===== src/rtl/systolic_seq_pkg.sv =====
// Shared types and helpers for the systolic tile sequencer.
// The optional SYS_SEQ_PERF_EN build adds a perf counter width used by the top.
package systolic_seq_pkg;

    typedef enum logic [2:0] {
        ST_IDLE,
        ST_CLEAR,
        ST_LOAD,
        ST_COMPUTE,
        ST_DRAIN,
        ST_DONE
    } seq_state_t;

    localparam int unsigned PERF_W = 32;

    // Skewed compute window length for a DIM x DIM array.
    function automatic int unsigned compute_cycles(input int unsigned dim);
        return 3 * dim - 2;
    endfunction

endpackage


===== src/rtl/systolic_seq_ctrl_hs_counter.sv =====
// Handshake counter: counts accepted transfers up to LIMIT and flags completion.
// done_nxt_o reports completion including the transfer accepted this cycle.
module seq_hs_counter
    import systolic_seq_pkg::*;
#(
    parameter int unsigned LIMIT = 8,
    parameter int unsigned CNT_W = $clog2(LIMIT + 1)
) (
    input  logic             clk,
    input  logic             rst,
    input  logic             clear_i,
    input  logic             inc_i,
    output logic [CNT_W-1:0] cnt_o,
    output logic             done_o,
    output logic             done_nxt_o
);

    logic [CNT_W-1:0] cnt_q;
    logic [CNT_W-1:0] cnt_d;

    assign done_o = (cnt_q == CNT_W'(LIMIT));

    // Never count past LIMIT, so there is no wrap-around.
    always_comb begin
        cnt_d = cnt_q;
        if (clear_i) begin
            cnt_d = '0;
        end else if (inc_i && !done_o) begin
            cnt_d = cnt_q + CNT_W'(1);
        end
    end

    always_ff @(posedge clk) begin
        if (rst) begin
            cnt_q <= '0;
        end else begin
            cnt_q <= cnt_d;
        end
    end

    assign cnt_o      = cnt_q;
    assign done_nxt_o = (cnt_d == CNT_W'(LIMIT));

endmodule


===== src/rtl/systolic_seq_ctrl.sv =====
// Control sequencer for one systolic matmul tile: clear, load A/B rows, compute, drain C rows.
// Define SYS_SEQ_PERF_EN to add the perf_cycles/perf_stall counters.
module systolic_seq_ctrl
    import systolic_seq_pkg::*;
#(
    parameter int unsigned DIM            = 8,
    parameter int unsigned COMPUTE_CYCLES = compute_cycles(DIM)
) (
    input  logic                          clk,
    input  logic                          rst,
    input  logic                          start,
    output logic                          busy,
    output logic                          done,
    input  logic                          a_row_valid,
    output logic                          a_row_ready,
    input  logic                          b_row_valid,
    output logic                          b_row_ready,
    output logic                          memA_wr_en,
    output logic [((DIM > 1) ? $clog2(DIM) : 1)-1:0] memA_row,
    output logic                          memB_wr_en,
    output logic [((DIM > 1) ? $clog2(DIM) : 1)-1:0] memB_row,
    output logic                          mem_en,
    output logic                          sys_en,
    output logic                          sys_clr,
    output logic                          c_row_valid,
    input  logic                          c_row_ready,
    output logic [((DIM > 1) ? $clog2(DIM) : 1)-1:0] c_row_sel
`ifdef SYS_SEQ_PERF_EN
    ,
    output logic [PERF_W-1:0]             perf_cycles,
    output logic [PERF_W-1:0]             perf_stall
`endif
);

    localparam int unsigned ROW_W = (DIM > 1) ? $clog2(DIM) : 1;
    localparam int unsigned CNT_W = $clog2(DIM + 1);
    localparam int unsigned CMP_W = $clog2(COMPUTE_CYCLES + 1);

    seq_state_t state_q;
    seq_state_t state_d;

    logic [CNT_W-1:0] a_cnt;
    logic [CNT_W-1:0] b_cnt;
    logic [CNT_W-1:0] c_cnt;
    logic             a_done;
    logic             b_done;
    logic             c_done;
    logic             a_done_nxt;
    logic             b_done_nxt;
    logic             c_done_nxt;
    logic             cnt_clear;
    logic             c_inc;
    logic [CMP_W-1:0] comp_q;
    logic [CMP_W-1:0] comp_d;
    logic             comp_last;

    assign cnt_clear  = (state_q == ST_CLEAR);
    assign memA_wr_en = a_row_valid & a_row_ready;
    assign memB_wr_en = b_row_valid & b_row_ready;
    assign c_inc      = c_row_valid & c_row_ready;
    assign comp_last  = (comp_q == CMP_W'(COMPUTE_CYCLES - 1));

    seq_hs_counter #(.LIMIT(DIM), .CNT_W(CNT_W)) u_a_cnt (
        .clk        (clk),
        .rst        (rst),
        .clear_i    (cnt_clear),
        .inc_i      (memA_wr_en),
        .cnt_o      (a_cnt),
        .done_o     (a_done),
        .done_nxt_o (a_done_nxt)
    );

    seq_hs_counter #(.LIMIT(DIM), .CNT_W(CNT_W)) u_b_cnt (
        .clk        (clk),
        .rst        (rst),
        .clear_i    (cnt_clear),
        .inc_i      (memB_wr_en),
        .cnt_o      (b_cnt),
        .done_o     (b_done),
        .done_nxt_o (b_done_nxt)
    );

    seq_hs_counter #(.LIMIT(DIM), .CNT_W(CNT_W)) u_c_cnt (
        .clk        (clk),
        .rst        (rst),
        .clear_i    (cnt_clear),
        .inc_i      (c_inc),
        .cnt_o      (c_cnt),
        .done_o     (c_done),
        .done_nxt_o (c_done_nxt)
    );

    // Next-state logic; LOAD exits as soon as the last A/B handshake lands.
    always_comb begin
        state_d = state_q;
        unique case (state_q)
            ST_IDLE:    if (start) state_d = ST_CLEAR;
            ST_CLEAR:   state_d = ST_LOAD;
            ST_LOAD:    if (a_done_nxt && b_done_nxt) state_d = ST_COMPUTE;
            ST_COMPUTE: if (comp_last) state_d = ST_DRAIN;
            ST_DRAIN:   if (c_done_nxt && !c_done) state_d = ST_DONE;
            ST_DONE:    state_d = ST_IDLE;
            default:    state_d = ST_IDLE;
        endcase
    end

    // Moore output decode from state and counters.
    always_comb begin
        busy        = 1'b0;
        done        = 1'b0;
        sys_clr     = 1'b0;
        a_row_ready = 1'b0;
        b_row_ready = 1'b0;
        memA_row    = '0;
        memB_row    = '0;
        mem_en      = 1'b0;
        sys_en      = 1'b0;
        c_row_valid = 1'b0;
        c_row_sel   = '0;
        unique case (state_q)
            ST_IDLE: begin
                busy = 1'b0;
            end
            ST_CLEAR: begin
                busy    = 1'b1;
                sys_clr = 1'b1;
            end
            ST_LOAD: begin
                busy        = 1'b1;
                a_row_ready = !a_done;
                b_row_ready = !b_done;
                memA_row    = ROW_W'(a_cnt);
                memB_row    = ROW_W'(b_cnt);
            end
            ST_COMPUTE: begin
                busy   = 1'b1;
                mem_en = 1'b1;
                sys_en = 1'b1;
            end
            ST_DRAIN: begin
                busy        = 1'b1;
                c_row_valid = !c_done;
                c_row_sel   = ROW_W'(c_cnt);
            end
            ST_DONE: begin
                busy = 1'b1;
                done = 1'b1;
            end
            default: begin
                busy = 1'b0;
            end
        endcase
    end

    always_comb begin
        comp_d = '0;
        if (state_q == ST_COMPUTE && !comp_last) begin
            comp_d = comp_q + CMP_W'(1);
        end
    end

    always_ff @(posedge clk) begin
        if (rst) begin
            state_q <= ST_IDLE;
            comp_q  <= '0;
        end else begin
            state_q <= state_d;
            comp_q  <= comp_d;
        end
    end

`ifdef SYS_SEQ_PERF_EN
    logic [PERF_W-1:0] perf_cycles_q;
    logic [PERF_W-1:0] perf_cycles_d;
    logic [PERF_W-1:0] perf_stall_q;
    logic [PERF_W-1:0] perf_stall_d;
    logic              start_acc;
    logic              stall_c;

    assign start_acc = (state_q == ST_IDLE) && start;
    assign stall_c   = ((state_q == ST_LOAD) &&
                        ((!a_done && !a_row_valid) || (!b_done && !b_row_valid))) ||
                       ((state_q == ST_DRAIN) && !c_row_ready);

    // The start-accept cycle counts as the first cycle of the tile.
    always_comb begin
        perf_cycles_d = perf_cycles_q;
        perf_stall_d  = perf_stall_q;
        if (start_acc) begin
            perf_cycles_d = PERF_W'(1);
            perf_stall_d  = '0;
        end else begin
            if (busy && perf_cycles_q != '1) perf_cycles_d = perf_cycles_q + PERF_W'(1);
            if (stall_c && perf_stall_q != '1) perf_stall_d = perf_stall_q + PERF_W'(1);
        end
    end

    always_ff @(posedge clk) begin
        if (rst) begin
            perf_cycles_q <= '0;
            perf_stall_q  <= '0;
        end else begin
            perf_cycles_q <= perf_cycles_d;
            perf_stall_q  <= perf_stall_d;
        end
    end

    assign perf_cycles = perf_cycles_q;
    assign perf_stall  = perf_stall_q;
`else
    // Perf counters are not built in this configuration.
`endif

endmodule


===== config.mk =====
export PLATFORM = sky130hd
export DESIGN_NAME = systolic_seq_ctrl
export DESIGN_NICKNAME = d
export VERILOG_FILES = /design/src/rtl/systolic_seq_pkg.sv /design/src/rtl/systolic_seq_ctrl_hs_counter.sv /design/src/rtl/systolic_seq_ctrl.sv
export SDC_FILE = /design/constraint.sdc
export NUM_CORES = 1
export LEC_CHECK = 0
export BUFFER_PORTS_ARGS = -buffer_cell sky130_fd_sc_hd__buf_4
export CORE_ASPECT_RATIO = 1.2
export CORE_UTILIZATION = 49
export DETAILED_ROUTE_END_ITERATION = 8
export PLACE_DENSITY_LB_ADDON = 0.1
export SLEW_MARGIN = 15
export SYNTH_ARGS = -nofsm -noshare
export SYNTH_HDL_FRONTEND = slang
export SYNTH_SLANG_ARGS = --single-unit

===== constraint.sdc =====
create_clock -name clk -period 2.1 [get_ports clk]
set_clock_uncertainty 0.15 [all_clocks]
set_input_delay 0.105 -clock clk [delete_from_list [all_inputs] [get_ports clk]]
set_output_delay 0.105 -clock clk [all_outputs]
set_load 0.02 [all_outputs]

# --- Word-level counts from Yosys, hierarchy flattened ---
# Index checks and enable logic that the tools add are counted.
totals:
  regBits: 20
  output_inout_bits: 19
  word_cells: 64
op_classes:
  add_sub_neg: 4
  n_eq_ne: 16
  n_mux: 21
  n_bitwise: 4
  reduce_logical: 14
ops:
  columns: ["operator", "n"]
  rows:
  - ["$eq 4x4->1 const B", 6]
  - ["$mux 4", 6]
  - ["$mux 3", 7]
  - ["$pmux 3 s5", 1]
  - ["$add 4x1->4 const B", 3]
  - ["$ne 2x2->1 const B", 4]
  - ["$mux 1", 7]
  - ["$eq 3x2->1 const B", 2]
  - ["$eq 3x3->1 const B", 2]
  - ["$logic_and 1x1->1", 6]
  - ["$add 5x1->5 const B", 1]
  - ["$eq 5x5->1 const B", 1]
  - ["$reduce_or 5->1", 1]
  - ["$logic_not 1->1", 4]
  - ["$reduce_and 4->1", 1]
  - ["$and 1x1->1", 3]
  - ["$eq 3x1->1 const B", 1]
  - ["$logic_not 3->1", 1]
  - ["$reduce_or 2->1", 1]
  - ["$not 1->1", 1]

# --- Depth between registers and ports, before layout ---
depth:
  word_depth: 11
  mapped_depth: 8
  mapped_depth_nobuf: 7

# --- By module ---
# From an unflattened synthesis, not the netlist that was laid out.
unflattened:
  hier_cells: 150
  hier_area_um2: 1282.5
by_module_without_submodules:
  columns: ["mod", "n_inst", "cells_each", "area_each_um2"]
  rows:
  - ["seq_hs_counter", 3, 30, 266.5]
  - ["systolic_seq_ctrl", 1, 60, 483.0]

# --- Worst setup path before layout ---
# OpenSTA, ideal clock, no wires.
synth_timing:
  kind: "reg2reg"
  start: "register u_b_cnt.cnt_q[0] (netlist: u_b_cnt.cnt_o[0])"
  end: "register state_q[0]"
  t_arrival_ns: 1.790
  required_time_ns: 1.834
  setup_slack_ns: 0.045
  path_stages_with_launch: 9
  synth_period_minus_slack_ns: 2.055
  path_cell_list: "dfxtp_1 > inv_1 > ha_1 > and3b_1 > clkbuf_1 > or4_1 > o211ai_1 > o41ai_2 > a31o_1"
synth_via:
  elab_chain_len: 11
  elab_cells_between_ends: 12
synth_rtl:
  columns: ["item", "line_no", "rtl"]
  rows:
  - ["from (decl)", "systolic_seq_ctrl_hs_counter.sv:18", "logic [CNT_W-1:0] cnt_q;"]
  - ["from (signal assigned)", "systolic_seq_ctrl_hs_counter.sv:37", "cnt_q <= cnt_d;"]
  - ["$eq 4x4->1", "systolic_seq_ctrl_hs_counter.sv:21", "assign done_o = (cnt_q == CNT_W'(LIMIT));"]
  - ["$logic_not 1->1", "systolic_seq_ctrl_hs_counter.sv:28, systolic_seq_ctrl.sv:131", null]
  - ["$mux 1", "systolic_seq_ctrl.sv:120", "unique case (state_q)"]
  - ["$and 1x1->1", "systolic_seq_ctrl.sv:59", "assign memB_wr_en = b_row_valid & b_row_ready;"]
  - ["$logic_and 1x1->1", "systolic_seq_ctrl_hs_counter.sv:28", "end else if (inc_i && !done_o) begin"]
  - ["$mux 4 *", "systolic_seq_ctrl_hs_counter.sv:28", null]
  - ["$mux 4 *", "systolic_seq_ctrl_hs_counter.sv:26", "if (clear_i) begin"]
  - ["$eq 4x4->1 *", "systolic_seq_ctrl_hs_counter.sv:42", "assign done_nxt_o = (cnt_d == CNT_W'(LIMIT));"]
  - ["$logic_and 1x1->1 *", "systolic_seq_ctrl.sv:99", "ST_LOAD: if (a_done_nxt && b_done_nxt) state_d = ST_COMPUTE;"]
  - ["$ne 2x2->1 (no source line) *", null, null]
  - ["$reduce_and 4->1 (no source line) *", null, null]
  - ["to (signal assigned)", "systolic_seq_ctrl.sv:167", "state_q <= state_d;"]
  - ["to (decl)", "systolic_seq_ctrl.sv:39", "seq_state_t state_q;"]
# Every way passes the cells marked *; elsewhere a longest branch is shown, timed or not.
# A chain may end at the register's enable or synchronous reset.

# --- Worst setup path after layout ---
layout_timing:
  start: "register u_b_cnt.cnt_q[1] (netlist: u_b_cnt.cnt_o[1])"
  end: "register state_q[0]"
# The elaborated chain is that of the path after synthesis.

==> qor.txt <==
Status: finished, final reports clean
Antenna Nets Post-Route: 0
Worst IR drop on VDD: 0.4798 mV
Synth area leaders: dfxtp_1 31%, ha_1 7.7%, nor2_1 7.3%, inv_1 3.8%, a21oi_1 3.1%
Leading area contributor after synthesis: dfxtp_1
Top achievable clock speed: 490.9 MHz
Top-level I/O count: 25
Gpl congestion: 0.8340
Cell Pwr Density: 691.6 mW/mm^2
Register bit total from synthesis: 20
CP required: 2160 ps
Main synth FF type: dfxtp_1
CTS clk-pin slew, worst paths: 110 ps
Initial Util: 51.14%
Total iterations of the first detailed-routing run: 4
Top Usage Layer GRT: met2
Critical setup path kind: reg -> reg
GRT met1 Usage: 25.00%
Min Hold Slack: 84.83 ps
DRC: 0
Post-Route WL: 2.739 mm
Largest net degree at the start of global routing: 12
Slew Limit Fails: 0
Die Ht: 58.26 microns
Crit path arrival time: 2090 ps
Routed vias/inst: 5.561
Lkg Pwr: 0.6819 nW
Worst skew pair latency: 300 ps
Synth top cells by count: 25 x nor2_1, 20 x dfxtp_1, 13 x inv_1
Total Routing Usage GR: 20.87%
Net Count, Synth: 176
Synth top area share: 30.98%
Register area share after synthesis: 30.98%
CTS Sinks: 20
Die Footprint: 0.002848 sq mm
Initial antenna violation count: 0
Min Clock Period, post-route: 2037 ps
Fin nets: 205
Via Count: 1240
Post-layout util: 63.22%
Wirelength per Cell: 12.28 microns
Root Buffer: clkbuf_4
CTS buffer count: 3
Gate Count Post-Synth: 162
Final hold vios: 0
Width of the chip: 48.89 microns
Final cell count without fillers: 223
Post-synth EDFFs: 0
Global route overflow: 0
Syn-to-layout area delta: 23.62%
First-pass GRT wire length: 4.650 mm
Placed Instances: 217
Asr flop ratio synth: 0%
# diodes: 0
CP endpoint kind: register
Post-synthesis cell type count: 46
Core area: 0.002527 sq mm
YS warnings: 0
Top-count cell post-synth: nor2_1
RSZ-0062 raised after global routing: no
Reg2reg setup slack: 60 ps
Max H-tree Level: 1
Port Buf Inserts: 24
Starting DRT DRC Count: 43
Period utilization: 96.99%
Crit path max fanout: 6
Post-DP HPWL: 2.099 mm
Num rows: 20
Worst hold path class: in -> reg
Mean Syn Cell Area: 7.978 sq um
Setup TNS: 0 ps
Layout cells sized above 1: 26.32%
PnR worst setup slack: 63.12 ps
Grt met3 use: 2.362%
Vias in the first global route: 1128
Max Cap Violations: 0
Startpoint Class: register
CTS tree: yes
Worst rel slew slack: 72.20%
Worst-Margin Slew: 414.1 ps
Setup Viol. Count Final: 0
Met2 Use GR: 36.51%
Maximum root-to-sink buffer count: 2
Dpl ws: 34.21 ps
Syn Std Cell Area: 0.001292 sq mm
[routing by layer]
metal,wire length (microns),part of all wire [%]
met1,1206,44
met2,1350,49
met3,119,4.3
met4,63,2.3
met5,0,0
[path summary, 6_finish.rpt]
path                          from    endpoint  depth (start not counted)
setup reg to reg  u_b_cnt.cnt_o[1]  state_q[0]                          7
setup / recovery  u_b_cnt.cnt_o[1]  state_q[0]                          7
hold / removal               start  state_q[2]                          5
hold reg to reg          comp_q[0]   comp_q[0]                          1
[sequential cells by signal (all words and copies together), names as in the netlist]
register / count
u_c_cnt.cnt_o: 4
u_b_cnt.cnt_o: 4
comp_q: 5
state_q: 3
u_a_cnt.cnt_o: 4
[critical path, cell delays in order (launching register included)]
cell and delay (ps):
dfxtp_2 370, inv_1 70, ha_1 170, and3b_2 230, or4_4 490, o211ai_1 140, o41ai_2 90, a31o_1 220
[layout by cell type, fill, tap and decap left out, drive strengths merged, types with 4 or more instances in the layout]
| master | n |
|---|---|
| dfxtp | 20 |
| nand2 | 7 |
| a21oi | 8 |
| buf | 33 |
| xnor2 | 4 |
| and2 | 4 |
| nor2 | 26 |
| inv | 13 |
| ha | 8 |
| o21ai | 6 |
| nand3 | 7 |
| clkbuf | 4 |
[repair_timing]
item                                    in CTS  in global routing
gates resized for setup                      0                  6
setup buffers                                0                  0
endpoints found under the hold margin        5                  0
hold buffers                                 2                  0
endpoints found under the setup margin       0                  1
[power by group]
part | total (W) | leakage (nW) | internal (W) | switching [W]
registers | 0.000435 | 0.163 | 0.000401 | 0.0000338
logic | 0.000447 | 0.498 | 0.000210 | 0.000237
clock network | 0.000223 | 0.0210 | 0.000106 | 0.000117
total | 0.00111 | 0.682 | 0.000717 | 0.000388
[per-stage QoR]
step	power [W]	instance area [sq um]
2_1_floorplan	0.0007274	1292
3_3_place_gp	0.0008720	1528
3_5_place_dp	0.0008813	1528
4_1_cts	0.001109	1584
5_1_grt	0.001173	1598
6_report	0.001105	1598
[cells by family (layout without fill, tap and decap cells)]
| group | Yosys count | after routing | synth area share (%) |
|---|---|---|---|
| AND/OR/NAND/NOR | 71 | 71 | 30.30 |
| flip-flops | 20 | 20 | 30.98 |
| adder cells (fa/ha/maj) | 8 | 8 | 7.745 |
| XOR/XNOR | 7 | 7 | 4.744 |
| multiplexers | 2 | 2 | 1.549 |
| buffers and inverters | 24 | 52 | 7.938 |
| AO/OA/AOI/OAI | 30 | 30 | 16.75 |
[layout make-up]
class | count | area (sq um)
Clock buffer | 4 | 36.28
Fill cell | 233 | 929.6
Inverter | 13 | 48.80
Multi-Input combinational cell | 118 | 799.5
Sequential cell | 20 | 404.1
Tap cell | 33 | 41.29
Timing Repair Buffer | 35 | 267.8
Power figures use the tool's default switching activity.
